`src/rtl/io_bus_arbiter.sv`:
```
// io_bus_arbiter: round-robin sharing of the memory_io bus between NUM_REQ
// requesters. One command is accepted per cycle, the bus is driven from
// registers, and read data is steered back to the issuer by a tag pipeline
// whose depth matches the fixed bus read latency.
module io_bus_arbiter #(
    parameter int NUM_REQ      = 2,
    parameter int READ_LATENCY = 2
) (
    input  logic                    main_clk,
    input  logic                    rst_n,
    input  logic [NUM_REQ-1:0]      req,
    input  logic [NUM_REQ-1:0]      req_write,
    input  logic [32*NUM_REQ-1:0]   req_address,
    input  logic [16*NUM_REQ-1:0]   req_wdata,
    output logic [NUM_REQ-1:0]      ack,
    output logic [15:0]             rdata,
    output logic [NUM_REQ-1:0]      rvalid,
    input  logic                    bus_hold,
    output logic [31:0]             address_io,
    output logic [15:0]             data_out_io,
    output logic [1:0]              control_io,
    input  logic [15:0]             data_in_io
);

    localparam int IDW = (NUM_REQ > 1) ? $clog2(NUM_REQ) : 1;
    localparam logic [IDW-1:0] LAST_ID = IDW'(NUM_REQ - 1);
    localparam logic [IDW:0]   NUM_REQ_W = (IDW+1)'(NUM_REQ);

    localparam logic [1:0] CTRL_IDLE  = 2'b00;
    localparam logic [1:0] CTRL_READ  = 2'b01;
    localparam logic [1:0] CTRL_WRITE = 2'b10;

    // Arbitration state and combinational grant
    logic [IDW-1:0]     last_grant_r;
    logic [IDW-1:0]     winner_s;
    logic               found_s;
    logic               accept_s;
    logic [IDW:0]       sum_s;
    logic [NUM_REQ-1:0] ack_s;

    // Winner payload
    logic [31:0]        win_addr_s;
    logic [15:0]        win_wdata_s;
    logic               win_write_s;

    // Requester id of the command currently on the bus
    logic [IDW-1:0]     bus_id_r;

    // Read tag pipeline: one entry per bus cycle, valid only for reads
    logic [READ_LATENCY-1:0]          tag_valid_r;
    logic [READ_LATENCY-1:0][IDW-1:0] tag_id_r;
    logic [NUM_REQ-1:0]               rvalid_nxt_s;

    // Round-robin search starting one past the last winner, masked by bus_hold
    always_comb begin
        winner_s = '0;
        found_s  = 1'b0;
        sum_s    = '0;
        ack_s    = '0;
        for (int i = 1; i <= NUM_REQ; i++) begin
            sum_s = {1'b0, last_grant_r} + (IDW+1)'(i);
            if (sum_s >= NUM_REQ_W) begin
                sum_s = sum_s - NUM_REQ_W;
            end else begin
                sum_s = sum_s;
            end
            if (!found_s && req[sum_s[IDW-1:0]]) begin
                found_s  = 1'b1;
                winner_s = sum_s[IDW-1:0];
            end else begin
                found_s  = found_s;
            end
        end
        accept_s = found_s && !bus_hold;
        if (accept_s) begin
            ack_s[winner_s] = 1'b1;
        end else begin
            ack_s = '0;
        end
    end

    assign ack = ack_s;

    // Select the winning requester's command fields
    always_comb begin
        win_addr_s  = req_address[{winner_s, 5'd0} +: 32];
        win_wdata_s = req_wdata[{winner_s, 4'd0} +: 16];
        win_write_s = req_write[winner_s];
    end

    // Bus command registers and round-robin pointer update on acceptance
    always_ff @(posedge main_clk or negedge rst_n) begin
        if (!rst_n) begin
            last_grant_r <= LAST_ID;
            bus_id_r     <= '0;
            address_io   <= 32'h0000_0000;
            data_out_io  <= 16'h0000;
            control_io   <= CTRL_IDLE;
        end else if (accept_s) begin
            last_grant_r <= winner_s;
            bus_id_r     <= winner_s;
            address_io   <= win_addr_s;
            data_out_io  <= win_wdata_s;
            control_io   <= win_write_s ? CTRL_WRITE : CTRL_READ;
        end else begin
            control_io   <= CTRL_IDLE;
        end
    end

    // Tag pipeline: every bus cycle enters, aligned so the tail meets data_in_io
    always_ff @(posedge main_clk or negedge rst_n) begin
        if (!rst_n) begin
            tag_valid_r <= '0;
            tag_id_r    <= '0;
        end else begin
            tag_valid_r[0] <= (control_io == CTRL_READ);
            tag_id_r[0]    <= bus_id_r;
            for (int k = 1; k < READ_LATENCY; k++) begin
                tag_valid_r[k] <= tag_valid_r[k-1];
                tag_id_r[k]    <= tag_id_r[k-1];
            end
        end
    end

    // One-hot return strobe for the entry leaving the tag pipeline
    always_comb begin
        rvalid_nxt_s = '0;
        if (tag_valid_r[READ_LATENCY-1]) begin
            rvalid_nxt_s[tag_id_r[READ_LATENCY-1]] = 1'b1;
        end else begin
            rvalid_nxt_s = '0;
        end
    end

    // Read return registers; rdata keeps its last value between returns
    always_ff @(posedge main_clk or negedge rst_n) begin
        if (!rst_n) begin
            rdata  <= 16'h0000;
            rvalid <= '0;
        end else begin
            rvalid <= rvalid_nxt_s;
            if (tag_valid_r[READ_LATENCY-1]) begin
                rdata <= data_in_io;
            end
        end
    end

endmodule

```
`config.mk`:
```
export PLATFORM = sky130hd
export DESIGN_NAME = io_bus_arbiter
export DESIGN_NICKNAME = d
export VERILOG_FILES = /design/src/rtl/io_bus_arbiter.sv
export SDC_FILE = /design/constraint.sdc
export NUM_CORES = 1
export LEC_CHECK = 0
export ABC_AREA = 1
export BUFFER_PORTS_ARGS = -buffer_cell sky130_fd_sc_hd__buf_2
export CAP_MARGIN = 40
export CORE_ASPECT_RATIO = 1.4
export CORE_UTILIZATION = 40
export CTS_CLUSTER_DIAMETER = 100
export DETAILED_ROUTE_END_ITERATION = 8
export GPL_TIMING_DRIVEN = 0
export PLACE_DENSITY = 0.78
export REMOVE_ABC_BUFFERS = 1
export SLEW_MARGIN = 20
export SYNTH_ARGS = -nofsm -noshare
export SYNTH_HDL_FRONTEND = slang
export SYNTH_SLANG_ARGS = --single-unit
```
`constraint.sdc`:
```
create_clock -name main_clk -period 3.6 [get_ports main_clk]
set_input_delay 0 -clock main_clk [delete_from_list [all_inputs] [get_ports main_clk]]
set_output_delay 0 -clock main_clk [all_outputs]
set_load 0.01 [all_outputs]
```
==> impl_metrics.env, run 1 <==
export IMPL_dp_hpwl_um=6801
export IMPL_avgSynthCellArea_um2=8.775
export IMPL_cts_setup_buffers=0
export IMPL_area_growth_pct=73.99
export IMPL_synthCells=376
export IMPL_die_width_um=78.76
export IMPL_p_leak_nw=2.995
export IMPL_hold_violations=0
export IMPL_synth_area_leaders="dfrtp_1, nand3_1, nand2_1"
export IMPL_cts_tree="done"
export IMPL_dr_pass1_iters=5
export IMPL_worstPathRequired_ps=3890
export IMPL_h_tree_depth=3
export IMPL_io_pins=189
export IMPL_clock_fmax_mhz=390.4
export IMPL_crit_type="flip-flop to flip-flop"
export IMPL_whs_ps=134.9
export IMPL_grt_remaining_overflow=0
export IMPL_cts_buffers=9
export IMPL_vias=4116
export IMPL_outcome="finished, final reports clean"
export IMPL_ff2ff_setup_slack_ps=1040
export IMPL_synth_cell_types=18
export IMPL_path_clk_slew_ps=70
export IMPL_place_inst=636
export IMPL_grt_pass1_vias=4143
export IMPL_min_period_ps=2561
export IMPL_drc=0
export IMPL_drive_gt1_share_pct=31.94
export IMPL_fillers=537
export IMPL_diodes=0
export IMPL_drv_cap=0
export IMPL_setup_viol=0
export IMPL_final_cell_mix="buf_2, dlygate4sd3_1, nand2_1, nand3_1, dfrtp_1"
export IMPL_clock_latency_ps=340
export IMPL_synth_seq_area_share_pct=56.16
export IMPL_yosys_warnings=0
export IMPL_antenna_left=0
export IMPL_root_buffer="clkbuf_8"
export IMPL_power_mw=2.441
export IMPL_r2r_end="address_io[15]"
export IMPL_clockBufferDepth=2
export IMPL_core_area_um2=7893
export IMPL_worstPathArrival_ps=2850
export IMPL_synth_seq_cells=74
export IMPL_place_congestion=0.7963
export IMPL_rr_startpoint="last_grant_r"
export IMPL_clock_sinks=74
export IMPL_row_count=38
export IMPL_port_buffer_count=188
export IMPL_drv_slew=0
export IMPL_yosysTopAreaCell="dfrtp_1"
export IMPL_setup_tns_ps=0
export IMPL_rsz0062_at_grt="no"
export IMPL_ir_drop_mv=0.2489
export IMPL_start_kind="flip-flop"
export IMPL_wl_per_cell_um=15.98
export IMPL_routed_wl_um=12310
export IMPL_antenna_found_initial=0
export IMPL_nets=784
export IMPL_final_common_cell="buf_2"
export IMPL_viasPerCell=5.345
export IMPL_yosysTopAreaCellShare_pct=55.37
export IMPL_dieHeight_um=109.5
export IMPL_cp_max_fo=37
export IMPL_syn_area_um2=3299
export IMPL_period_share_pct=71.15
export IMPL_fin_worst_skew_ps=4.953
export IMPL_worst_pin_slew_ps=689.0
export IMPL_worst_slack_ps=1039
export IMPL_grt_pass1_wl_um=18650
export IMPL_relSlewSlack_pct=53.89
export IMPL_pre_cts_ws_ps=1641
export IMPL_drt_iter0_drc=322
export IMPL_pwr_density_cell_nw_per_um2=425.2
export IMPL_fin_cells=770
export IMPL_start_util_pct=41.80
export IMPL_grt_start_max_net_pins=50
export IMPL_reg2reg_depth=7
export IMPL_grt_total_usage_pct=28.00
export IMPL_hold_class="primary input to asynchronous set/reset pin"
export IMPL_cp_end_kind="flip-flop"
export IMPL_die_area_um2=8621
## worst max path at each step
stage                                 end          from  cells after the start
after floorplan                  bus_id_r  last_grant_r                      5
after global placement     address_io[20]        req[1]                      5
after detailed placement   address_io[20]  last_grant_r                      6
after CTS                 data_out_io[14]      bus_hold                      8
after global routing      data_out_io[12]  last_grant_r                      7
final                      address_io[15]  last_grant_r                      7
## cells in the mapped netlist
| cell type | number |
|---|---|
| clkinv_1 | 1 |
| dfrtp_1 | 73 |
| buf_2 | 23 |
| buf_6 | 2 |
| nor2_1 | 7 |
| o21ai_1 | 1 |
| clkbuf_1 | 5 |
| nand4_1 | 48 |
| nand2_2 | 2 |
| nor2_2 | 1 |
| dfstp_2 | 1 |
| buf_4 | 2 |
| nand3_1 | 96 |
| buf_1 | 2 |
| o21ai_4 | 1 |
| inv_2 | 1 |
| nand2_1 | 105 |
| inv_1 | 5 |
## cells by family (layout without fill, tap and decap cells)
family / after synthesis / after routing / share of synthesized area, %
AOI/OAI and AO/OA: 2 / 2 / 0.6447
and+or+nand+nor: 259 / 259 / 36.97
buffers and inverters: 41 / 335 / 6.219
DFF: 74 / 74 / 56.16
## layout make-up
type	count	area, um2	share of cell area [%]
timing repair buffer	312	2292	39.93
sequential	74	1853	32.28
multi-input combinational	261	1246	21.71
clock buffer	14	162.7	2.833
tap	100	125.1	2.180
clock inverter	2	35.03	0.6103
inverter	7	26.28	0.4577
## flip-flops by register name, indices dropped and copies added, names as in the netlist
signal and flops:
last_grant_r 1, rvalid 2, control_io 2, data_out_io 16, tag_id_r 2, bus_id_r 1, rdata 16, tag_valid_r 2
address_io 32
## what timing repair did
item                                   4_1_cts  5_1_grt
resized for setup                            0        0
endpoints found under the hold margin      141        0
hold buffers                               117        0
## metrics by stage
stage,instance area [um2],util (%)
floorplan,3120,-
global placement,4187,53.04
detailed placement,4344,55.04
CTS,5713,72.38
global route,5741,72.73
finish,5741,72.73
## worst max-delay path: stages, from the launching register on
cell	delay (ps)
dfstp_2	540
nand2_2	200
buf_12	250
nand2_2	470
buf_16	240
nand3_1	110
nand3_1	120
dlygate4sd3_1	550
## power breakdown
group	leakage (nW)	switching (mW)	total, mW	internal [mW]
Combinational	1.99	0.357	0.743	0.386
Clock	0.101	0.294	0.652	0.358
Sequential	0.907	0.0780	1.05	0.967
Total	2.99	0.729	2.44	1.71
## routing by layer
layer	routed length (um)	GRT usage [%]
met5	0	0
met4	471	17.72
met3	964	4.979
met2	6404	50.99
met1	4466	29.58
No activity file was read; power rests on OpenSTA's default activity.
==> run 2: changes to the inputs <==
--- a/config.mk
+++ b/config.mk
@@ -13,7 +13,7 @@
 export CTS_CLUSTER_DIAMETER = 100
 export DETAILED_ROUTE_END_ITERATION = 8
 export GPL_TIMING_DRIVEN = 0
-export PLACE_DENSITY = 0.78
+export PLACE_DENSITY = 0.81
 export REMOVE_ABC_BUFFERS = 1
 export SLEW_MARGIN = 20
 export SYNTH_ARGS = -nofsm -noshare
==> constraint.sdc (replaced) <==
create_clock -name main_clk -period 2.3 [get_ports main_clk]
set_input_delay 0 -clock main_clk [delete_from_list [all_inputs] [get_ports main_clk]]
set_output_delay 0 -clock main_clk [all_outputs]
set_load 0.01 [all_outputs]
==> impl_metrics.env, run 2 (synthesis gave the netlist of run 1 again) <==
export IMPL_cts_setup_buffers=0
export IMPL_largestRegisters="address_io x32, data_out_io x16, rdata x16"
export IMPL_diodes=0
export IMPL_antenna_found_initial=1
export IMPL_cts_tree="done"
export IMPL_cp_top_family="buffers and inverters"
export IMPL_drv_cap=0
export IMPL_p_int_mw=2.775
export IMPL_routed_wl_um=13490
export IMPL_hold_class="primary input to asynchronous set/reset pin"
export IMPL_root_buffer="clkbuf_8"
export IMPL_slowest_delay_ps=570
export IMPL_grt_pass1_vias=4391
export IMPL_area_growth_pct=76.07
export IMPL_die_area_um2=8621
export IMPL_crit_type="flip-flop to flip-flop"
export IMPL_vias=4268
export IMPL_viasPerCell=5.536
export IMPL_nets=785
export IMPL_drc=0
export IMPL_path_clk_slew_ps=90
export IMPL_dr_pass1_iters=5
export IMPL_fin_worst_skew_ps=9.999
export IMPL_ir_drop_mv=0.4570
export IMPL_min_period_ps=2214
export IMPL_worstPathArrival_ps=2500
export IMPL_wl_per_cell_um=17.50
export IMPL_grt_pass1_wl_um=20400
export IMPL_setup_tns_ps=0
export IMPL_pwr_share_seq_pct=41.3
export IMPL_io_pins=189
export IMPL_crit_top_cell="nand2_1"
export IMPL_dieHeight_um=109.5
export IMPL_final_common_cell="buf_2"
export IMPL_power_mw=3.971
export IMPL_drive_gt1_share_pct=32.49
export IMPL_die_width_um=78.76
export IMPL_pwr_density_cell_nw_per_um2=683.5
export IMPL_swShare_pct=30.11
export IMPL_path_cells="nand2_2 -> buf_12 -> nand2_4 -> inv_1 -> nand2_1 -> nand2_1 -> nor2_1 -> dlygate4sd3_1"
export IMPL_placed_area_um2=4372
export IMPL_crit_buf_inv=3
export IMPL_place_inst=637
export IMPL_start_util_pct=41.80
export IMPL_clock_sinks=74
export IMPL_period_share_pct=96.24
export IMPL_rsz0062_at_grt="no"
export IMPL_cts_buffers=9
export IMPL_drv_slew=0
export IMPL_grt_remaining_overflow=0
export IMPL_antenna_left=0
export IMPL_core_area_um2=7893
export IMPL_h_tree_depth=3
export IMPL_clkPwrFrac_pct=30.8
export IMPL_drt_iter0_drc=309
export IMPL_p_switching_mw=1.196
export IMPL_dp_hpwl_um=6992
export IMPL_combinationalPowerShare_pct=27.9
export IMPL_p_leak_nw=3.013
export IMPL_worstPathRequired_ps=2580
export IMPL_row_count=38
export IMPL_regMostFlops="address_io"
export IMPL_fin_cells=771
export IMPL_clock_fmax_mhz=451.7
export IMPL_clock_latency_ps=360
export IMPL_start_kind="flip-flop"
export IMPL_clockBufferDepth=2
export IMPL_cp_slowest_cell="dlygate4sd3_1"
export IMPL_worst_pin_slew_ps=653.2
export IMPL_outcome="finished, final reports clean"
export IMPL_grt_start_max_net_pins=50
export IMPL_hold_violations=0
export IMPL_grt_total_usage_pct=30.85
export IMPL_final_cell_mix="buf_2, dlygate4sd3_1, nand2_1, nand3_1, dfrtp_1"
export IMPL_fillers=500
export IMPL_place_congestion=0.7690
export IMPL_final_area_um2=5809
export IMPL_cp_end_kind="flip-flop"
export IMPL_relSlewSlack_pct=56.35
export IMPL_largest_reg_flops=32
export IMPL_whs_ps=125.2
export IMPL_setup_viol=0
export IMPL_cp_max_fo=41
export IMPL_port_buffer_count=188
-- run 2: cell count changes in the layout (fill, tap and decap cells not counted), sizes merged --
cell    change
bufinv      +2
clkinv      +3
buf         +1
clkbuf      -5
-- run 2: cell type report --
class	count	area, um2	area share (%)
Clock buffer	9	123.9	2.132
Clock inverter	7	117.6	2.025
Inverter	7	26.28	0.4523
Multi-Input combinational cell	261	1251	21.54
Sequential cell	74	1853	31.90
Tap cell	100	125.1	2.154
Timing Repair Buffer	313	2312	39.80
-- run 2: final timing paths --
kind / start / to / slack [ps] / depth (start not counted)
max in group asynchronous: rst_n / last_grant_r / 1570 / 3
worst max register to register: last_grant_r / control_io[0] / 90 / 8
worst max-delay path: last_grant_r / control_io[0] / 90 / 8
worst min register to register: tag_valid_r[0] / tag_valid_r[1] / 350 / 0
worst min-delay path: rst_n / rdata[4] / 130 / 2
min in group main_clk: bus_hold / address_io[4] / 140 / 4
-- run 2: layer usage --
metal  up-vias  global-route usage [%]  part of all wire, %
li1       1877                       -                    -
met1      2020                   31.82                   35
met2       300                   55.40                   51
met3        71                   6.058                  8.2
met4         0                   22.22                  5.6
met5         -                       0                    0
-- run 2: through the flow --
stage / utilization, % / setup slack, ps
finish: 73.60 / 86.37
global route: 73.60 / 4.025
CTS: 73.29 / 30.77
detailed placement: 55.39 / 440.8
global placement: 53.04 / -371.4
floorplan: - / 320.0
-- run 2: what timing repair did --
item                       CTS  global route
hold endpoints to repair   141             0
hold buffers               117             0
gates resized for setup      0             1
setup endpoints to repair    0            19
-- run 2: power by group through the flow --
stage / clock (mW) / combinational [mW] / sequential [mW]
after CTS: 1.23 / 1.05 / 1.63
final: 1.22 / 1.11 / 1.64
after detailed placement: 0 / 0.858 / 1.65
after global placement: 0 / 0.786 / 1.64
after global routing: 1.29 / 1.20 / 1.66
after floorplan: 0 / 0.273 / 1.75
